===== config.mk =====
export PLATFORM = sky130hd
export DESIGN_NAME = jedro_1_mem_arbiter
export DESIGN_NICKNAME = d
export VERILOG_FILES = /design/src/rtl/jedro_1_mem_arbiter.sv
export SDC_FILE = /design/constraint.sdc
export NUM_CORES = 1
export LEC_CHECK = 0
export CAP_MARGIN = 20
export CORE_AREA = 2 2 108 110
export CTS_CLUSTER_DIAMETER = 30
export DETAILED_ROUTE_END_ITERATION = 12
export DIE_AREA = 0 0 110 112
export HOLD_SLACK_MARGIN = 0.06
export SYNTH_ARGS = -nofsm -noshare
export SYNTH_HDL_FRONTEND = slang
export SYNTH_SLANG_ARGS = --single-unit

===== constraint.sdc =====
create_clock -name clk_i -period 2.2 [get_ports clk_i]
set_input_delay 0.22 -clock clk_i [delete_from_list [all_inputs] [get_ports clk_i]]
set_output_delay 0.22 -clock clk_i [all_outputs]
set_load 0.02 [all_outputs]

===== src/rtl/jedro_1_mem_arbiter.sv =====
// Round-robin arbiter sharing one single-port byte-writable RAM between the
// instruction fetch port (M0) and the load/store port (M1), one-cycle read latency.
module jedro_1_mem_arbiter #(
  parameter int unsigned ADDR_WIDTH = 32,
  parameter int unsigned DATA_WIDTH = 32,
  parameter int unsigned MEM_WORDS  = 1024
) (
  input  logic                  clk_i,
  input  logic                  rst_i,

  input  logic                  m0_req_i,
  input  logic [ADDR_WIDTH-1:0] m0_addr_i,
  output logic                  m0_gnt_o,
  output logic                  m0_rvalid_o,
  output logic [DATA_WIDTH-1:0] m0_rdata_o,
  output logic                  m0_err_o,

  input  logic                  m1_req_i,
  input  logic                  m1_we_i,
  input  logic [3:0]            m1_be_i,
  input  logic [ADDR_WIDTH-1:0] m1_addr_i,
  input  logic [DATA_WIDTH-1:0] m1_wdata_i,
  output logic                  m1_gnt_o,
  output logic                  m1_rvalid_o,
  output logic [DATA_WIDTH-1:0] m1_rdata_o,
  output logic                  m1_err_o,

  output logic                  ram_en_o,
  output logic [3:0]            ram_we_o,
  output logic [ADDR_WIDTH-3:0] ram_addr_o,
  output logic [DATA_WIDTH-1:0] ram_wdata_o,
  input  logic [DATA_WIDTH-1:0] ram_rdata_i
);

  localparam int unsigned     WordW     = ADDR_WIDTH - 2;
  localparam logic [WordW-1:0] MemWordsW = WordW'(MEM_WORDS);

  typedef enum logic [1:0] {OWN_NONE, OWN_M0, OWN_M1} owner_e;

  logic   last_q, last_d;
  owner_e resp_owner_q, resp_owner_d;
  logic   resp_err_q, resp_err_d;
  logic   resp_zero_q, resp_zero_d;

  logic             granted;
  logic             in_range;
  logic [WordW-1:0] sel_word;
  logic [DATA_WIDTH-1:0] resp_data;

  // Byte-offset bits never reach the RAM.
  logic unused_addr_bits;
  assign unused_addr_bits = ^{m0_addr_i[1:0], m1_addr_i[1:0]};

  // last_q == 1 means M1 won last, so M0 takes the next conflict.
  always_comb begin
    m0_gnt_o = 1'b0;
    m1_gnt_o = 1'b0;
    if (!rst_i) begin
      m0_gnt_o = m0_req_i && (!m1_req_i || last_q);
      m1_gnt_o = m1_req_i && (!m0_req_i || !last_q);
    end
  end

  assign granted  = m0_gnt_o | m1_gnt_o;
  assign sel_word = m1_gnt_o ? m1_addr_i[ADDR_WIDTH-1:2] : m0_addr_i[ADDR_WIDTH-1:2];
  assign in_range = (sel_word < MemWordsW);

  // NOTE: every output and next-state signal gets a default first so this
  // block can never infer a latch on an unlisted path.
  always_comb begin
    ram_en_o     = 1'b0;
    ram_we_o     = '0;
    ram_addr_o   = '0;
    ram_wdata_o  = '0;
    last_d       = last_q;
    resp_owner_d = OWN_NONE;
    resp_err_d   = 1'b0;
    resp_zero_d  = 1'b0;
    if (granted) begin
      ram_addr_o   = sel_word;
      ram_wdata_o  = m1_wdata_i;
      ram_en_o     = in_range;
      if (m1_gnt_o && m1_we_i && in_range) begin
        ram_we_o = m1_be_i;
      end
      last_d       = m1_gnt_o;
      resp_owner_d = m1_gnt_o ? OWN_M1 : OWN_M0;
      resp_err_d   = !in_range;
      resp_zero_d  = !in_range || (m1_gnt_o && m1_we_i);
    end
  end

  // NOTE: state registers use non-blocking assignments so every flop samples
  // the pre-edge value regardless of block evaluation order.
  always_ff @(posedge clk_i) begin
    if (rst_i) begin
      last_q       <= 1'b1;
      resp_owner_q <= OWN_NONE;
      resp_err_q   <= 1'b0;
      resp_zero_q  <= 1'b0;
    end else begin
      last_q       <= last_d;
      resp_owner_q <= resp_owner_d;
      resp_err_q   <= resp_err_d;
      resp_zero_q  <= resp_zero_d;
    end
  end

  // Stores and out-of-range accesses return zero data.
  assign resp_data = resp_zero_q ? '0 : ram_rdata_i;

  always_comb begin
    m0_rvalid_o = (resp_owner_q == OWN_M0);
    m1_rvalid_o = (resp_owner_q == OWN_M1);
    m0_rdata_o  = m0_rvalid_o ? resp_data : '0;
    m1_rdata_o  = m1_rvalid_o ? resp_data : '0;
    m0_err_o    = m0_rvalid_o && resp_err_q;
    m1_err_o    = m1_rvalid_o && resp_err_q;
  end

`ifndef SYNTHESIS
  a_m0_hold: assert property (@(posedge clk_i) disable iff (rst_i)
    (m0_req_i && !m0_gnt_o) |=> (m0_req_i && $stable(m0_addr_i)));
  a_m1_hold: assert property (@(posedge clk_i) disable iff (rst_i)
    (m1_req_i && !m1_gnt_o) |=> (m1_req_i && $stable(m1_addr_i)));
`endif

endmodule

==> results.cfg <==
[power_and_ir_drop]
swShare_pct = 35.51
p_switching_mw = 0.4215
irDropWorstVdd_v = 0.0002180
leakage_nw = 2.076
p_total_mw = 1.187
p_clk_share_pct = 24.8
p_per_area_nw_per_um2 = 259.0
p_int_mw = 0.7655
seq_power_share_pct = 9.6
pwr-share-comb_pct = 65.6

[setup_path]
slowest_stage = or3_1
critPathLaunchType = input port
cp.required_ps = 1980
path_buf_inv = 2
crit_path_end_kind = output port
slowest_delay_ps = 470
arrival_ps = 1920
path_delay_family = simple AND/OR/NAND/NOR gates
cp_max_fo = 3
worst-setup-path-type = in -> out
path_cells = clkdlybuf4s50_1 -> nor4_2 -> nand4b_1 -> or3_1 -> a21oi_4 -> buf_6

[yosys]
synth-edff-count = 0
synth_seq_area_share_pct = 6.734
yosys_warnings = 0
netlist_area_sq_um = 1486
synth_cell_type_count = 24
yosys_register_bits = 5
synth_fp_nets = 431
avgSynthCellArea_sq_um = 5.056
synth_flop_cell = dfxtp_1
synth_cells = 294
synthArstFlopShare_pct = 0

[detailed_routing]
drt_iter0_drc = 118
drc = 0
wl_per_cell_um = 13.32
wl_mm = 9.471
drt_first_pass_iters = 4
vias_per_cell = 4.091
num_vias = 2909
ant_nets = 0

[finish]
diodes = 0
area_growth_pct = 208.3
finalCoreUtilization_pct = 41.01
final_cell_area_sq_um = 4583
final_layout_size_suffix_gt1_share_pct = 8.627
nFillCells = 1179
final_nets = 706

[run_status]
status = complete, no violations

[clock_tree]
cts_buffer_depth = 2
numCtsBuffers = 3
clk_latency_ps = 220
path_clk_slew_ps = 30
cts_tree = done
cts_root_buf = clkbuf_16
clkSinkCount = 5
h-tree-depth = 1

[floorplanning]
die_y_um = 112
die-area_sq_um = 12320
io_pins = 274
fp-row-count = 39
start_util_pct = 13.30
die_w_um = 110
fp.coreArea_sq_um = 11170

[timing]
fin_crit_sh_pct = 97.42
fin_hold_ws_ps = 517.3
slew_violations = 0
setup_slack_ps = 56.78
rsz0062_at_grt = true
tightest_slew_ps = 451.9
relSlewSlack_pct = 69.88
fin_crit_ps = 2143
max_freq_mhz = 466.6
finalSetupViolations = 0
final-hold-violation-count = 0
final.setup_skew_ps = 1.822

[placed_design]
dpl.hpwl_mm = 7.760
place.gp.congestion = 0.8380
portBuffers = 269
dpl_cell_area_sq_um = 4482
pre_cts_slack_ps = -528.4

[grt]
grt_max_degree = 35
antenna_found_initial = 0
grt_pass1_wl_mm = 13.74
grt_overflow = 0
first_global_vias = 2804
grt_usage_pct = 13.94

[min_path]
hp-class = reg -> reg

[job]
cap_viol_max_count = 0
final timing paths:
check                                    from  depth (start not counted)  slack, ps         end
worst max register to register         last_q                          5        810  resp_err_q
worst max-delay path            m1_addr_i[20]                          6         60    ram_en_o
worst min-delay path                   last_q                          1        520      last_q
worst min register to register         last_q                          1        520      last_q
layout by cell type (no fill, tap or decap), types with 3 or more instances in the layout:
master           synthesis  layout
dlygate4sd2_1            0      56
and2_1                  36      35
nor4_1                  10       3
nor4_2                   1       7
clkdlybuf4s15_1          0       3
nor2_1                  67      67
buf_12                   0       3
nand2b_1                34      34
a21oi_1                 32      31
buf_4                    0      20
dfxtp_1                  5       4
nand2_1                 65      65
clkdlybuf4s50_1          0     193
inv_1                    6       6
clkbuf_16                0       3
dlymetal6s2s_1           0      10
buf_6                    0       4
logic make-up (layout without fill, tap and decap cells):
group / after synthesis / after routing / share of synthesized area, %
compound gates: 36 / 36 / 12.88
buf+inv: 29 / 303 / 7.575
flops: 5 / 5 / 6.734
simple gates: 224 / 224 / 72.81
layer usage:
layer	share of wire, %	track usage, %
met5	0	0
met4	1.3	3.122
met3	11	4.040
met2	52	26.91
met1	36	14.42
state kept, by name, indices dropped and copies added (netlist names):
| register | count |
|---|---|
| last_q | 1 |
| resp_err_q | 1 |
| resp_owner_q | 2 |
| resp_zero_q | 1 |
what timing repair did:
item,4_1_cts,5_1_grt
endpoints found under the setup margin,68,13
hold buffers,0,0
setup buffers,0,1
gates resized for setup,88,30
pin swaps,2,6
gates cloned,0,0
metrics by stage:
stage	TNS, ps	instances
2_1_floorplan	0	294
3_3_place_gp	-7397	706
3_5_place_dp	-7895	706
4_1_cts	-40.15	710
5_1_grt	-22.00	711
6_report	0	711
cell usage after synthesis (all sizes together), types with 2 or more instances:
master / number / area [sq um]
nand2b: 34 / 212.7
buf: 3 / 15.01
clkbuf: 20 / 75.07
inv: 6 / 22.52
and2: 36 / 225.2
a21oi: 32 / 160.2
nor2: 67 / 251.5
nor4: 11 / 75.07
nor3: 2 / 10.01
nand2: 65 / 244.0
dfxtp: 5 / 100.1
or3: 2 / 12.51
power by group through the flow:
stage / logic (mW) / clock network (mW) / registers [mW]
after detailed placement: 0.821 / 0 / 0.115
after CTS: 0.780 / 0.301 / 0.115
final: 0.778 / 0.294 / 0.114
after global placement: 0.815 / 0 / 0.115
after floorplan: 0.322 / 0 / 0.102
after global routing: 0.833 / 0.309 / 0.117
final cells by class:
cell class                      instances  area (sq um)  share of cell area (%)
Tap cell                              143         178.9                   3.904
Multi-Input combinational cell        260          1349                   29.43
Sequential cell                         5         101.3                   2.211
Timing Repair Buffer                  293          2853                   62.24
Inverter                                6         22.52                  0.4914
Clock buffer                            4         78.83                   1.720
Note: power is estimated with default switching activity, not from simulation.
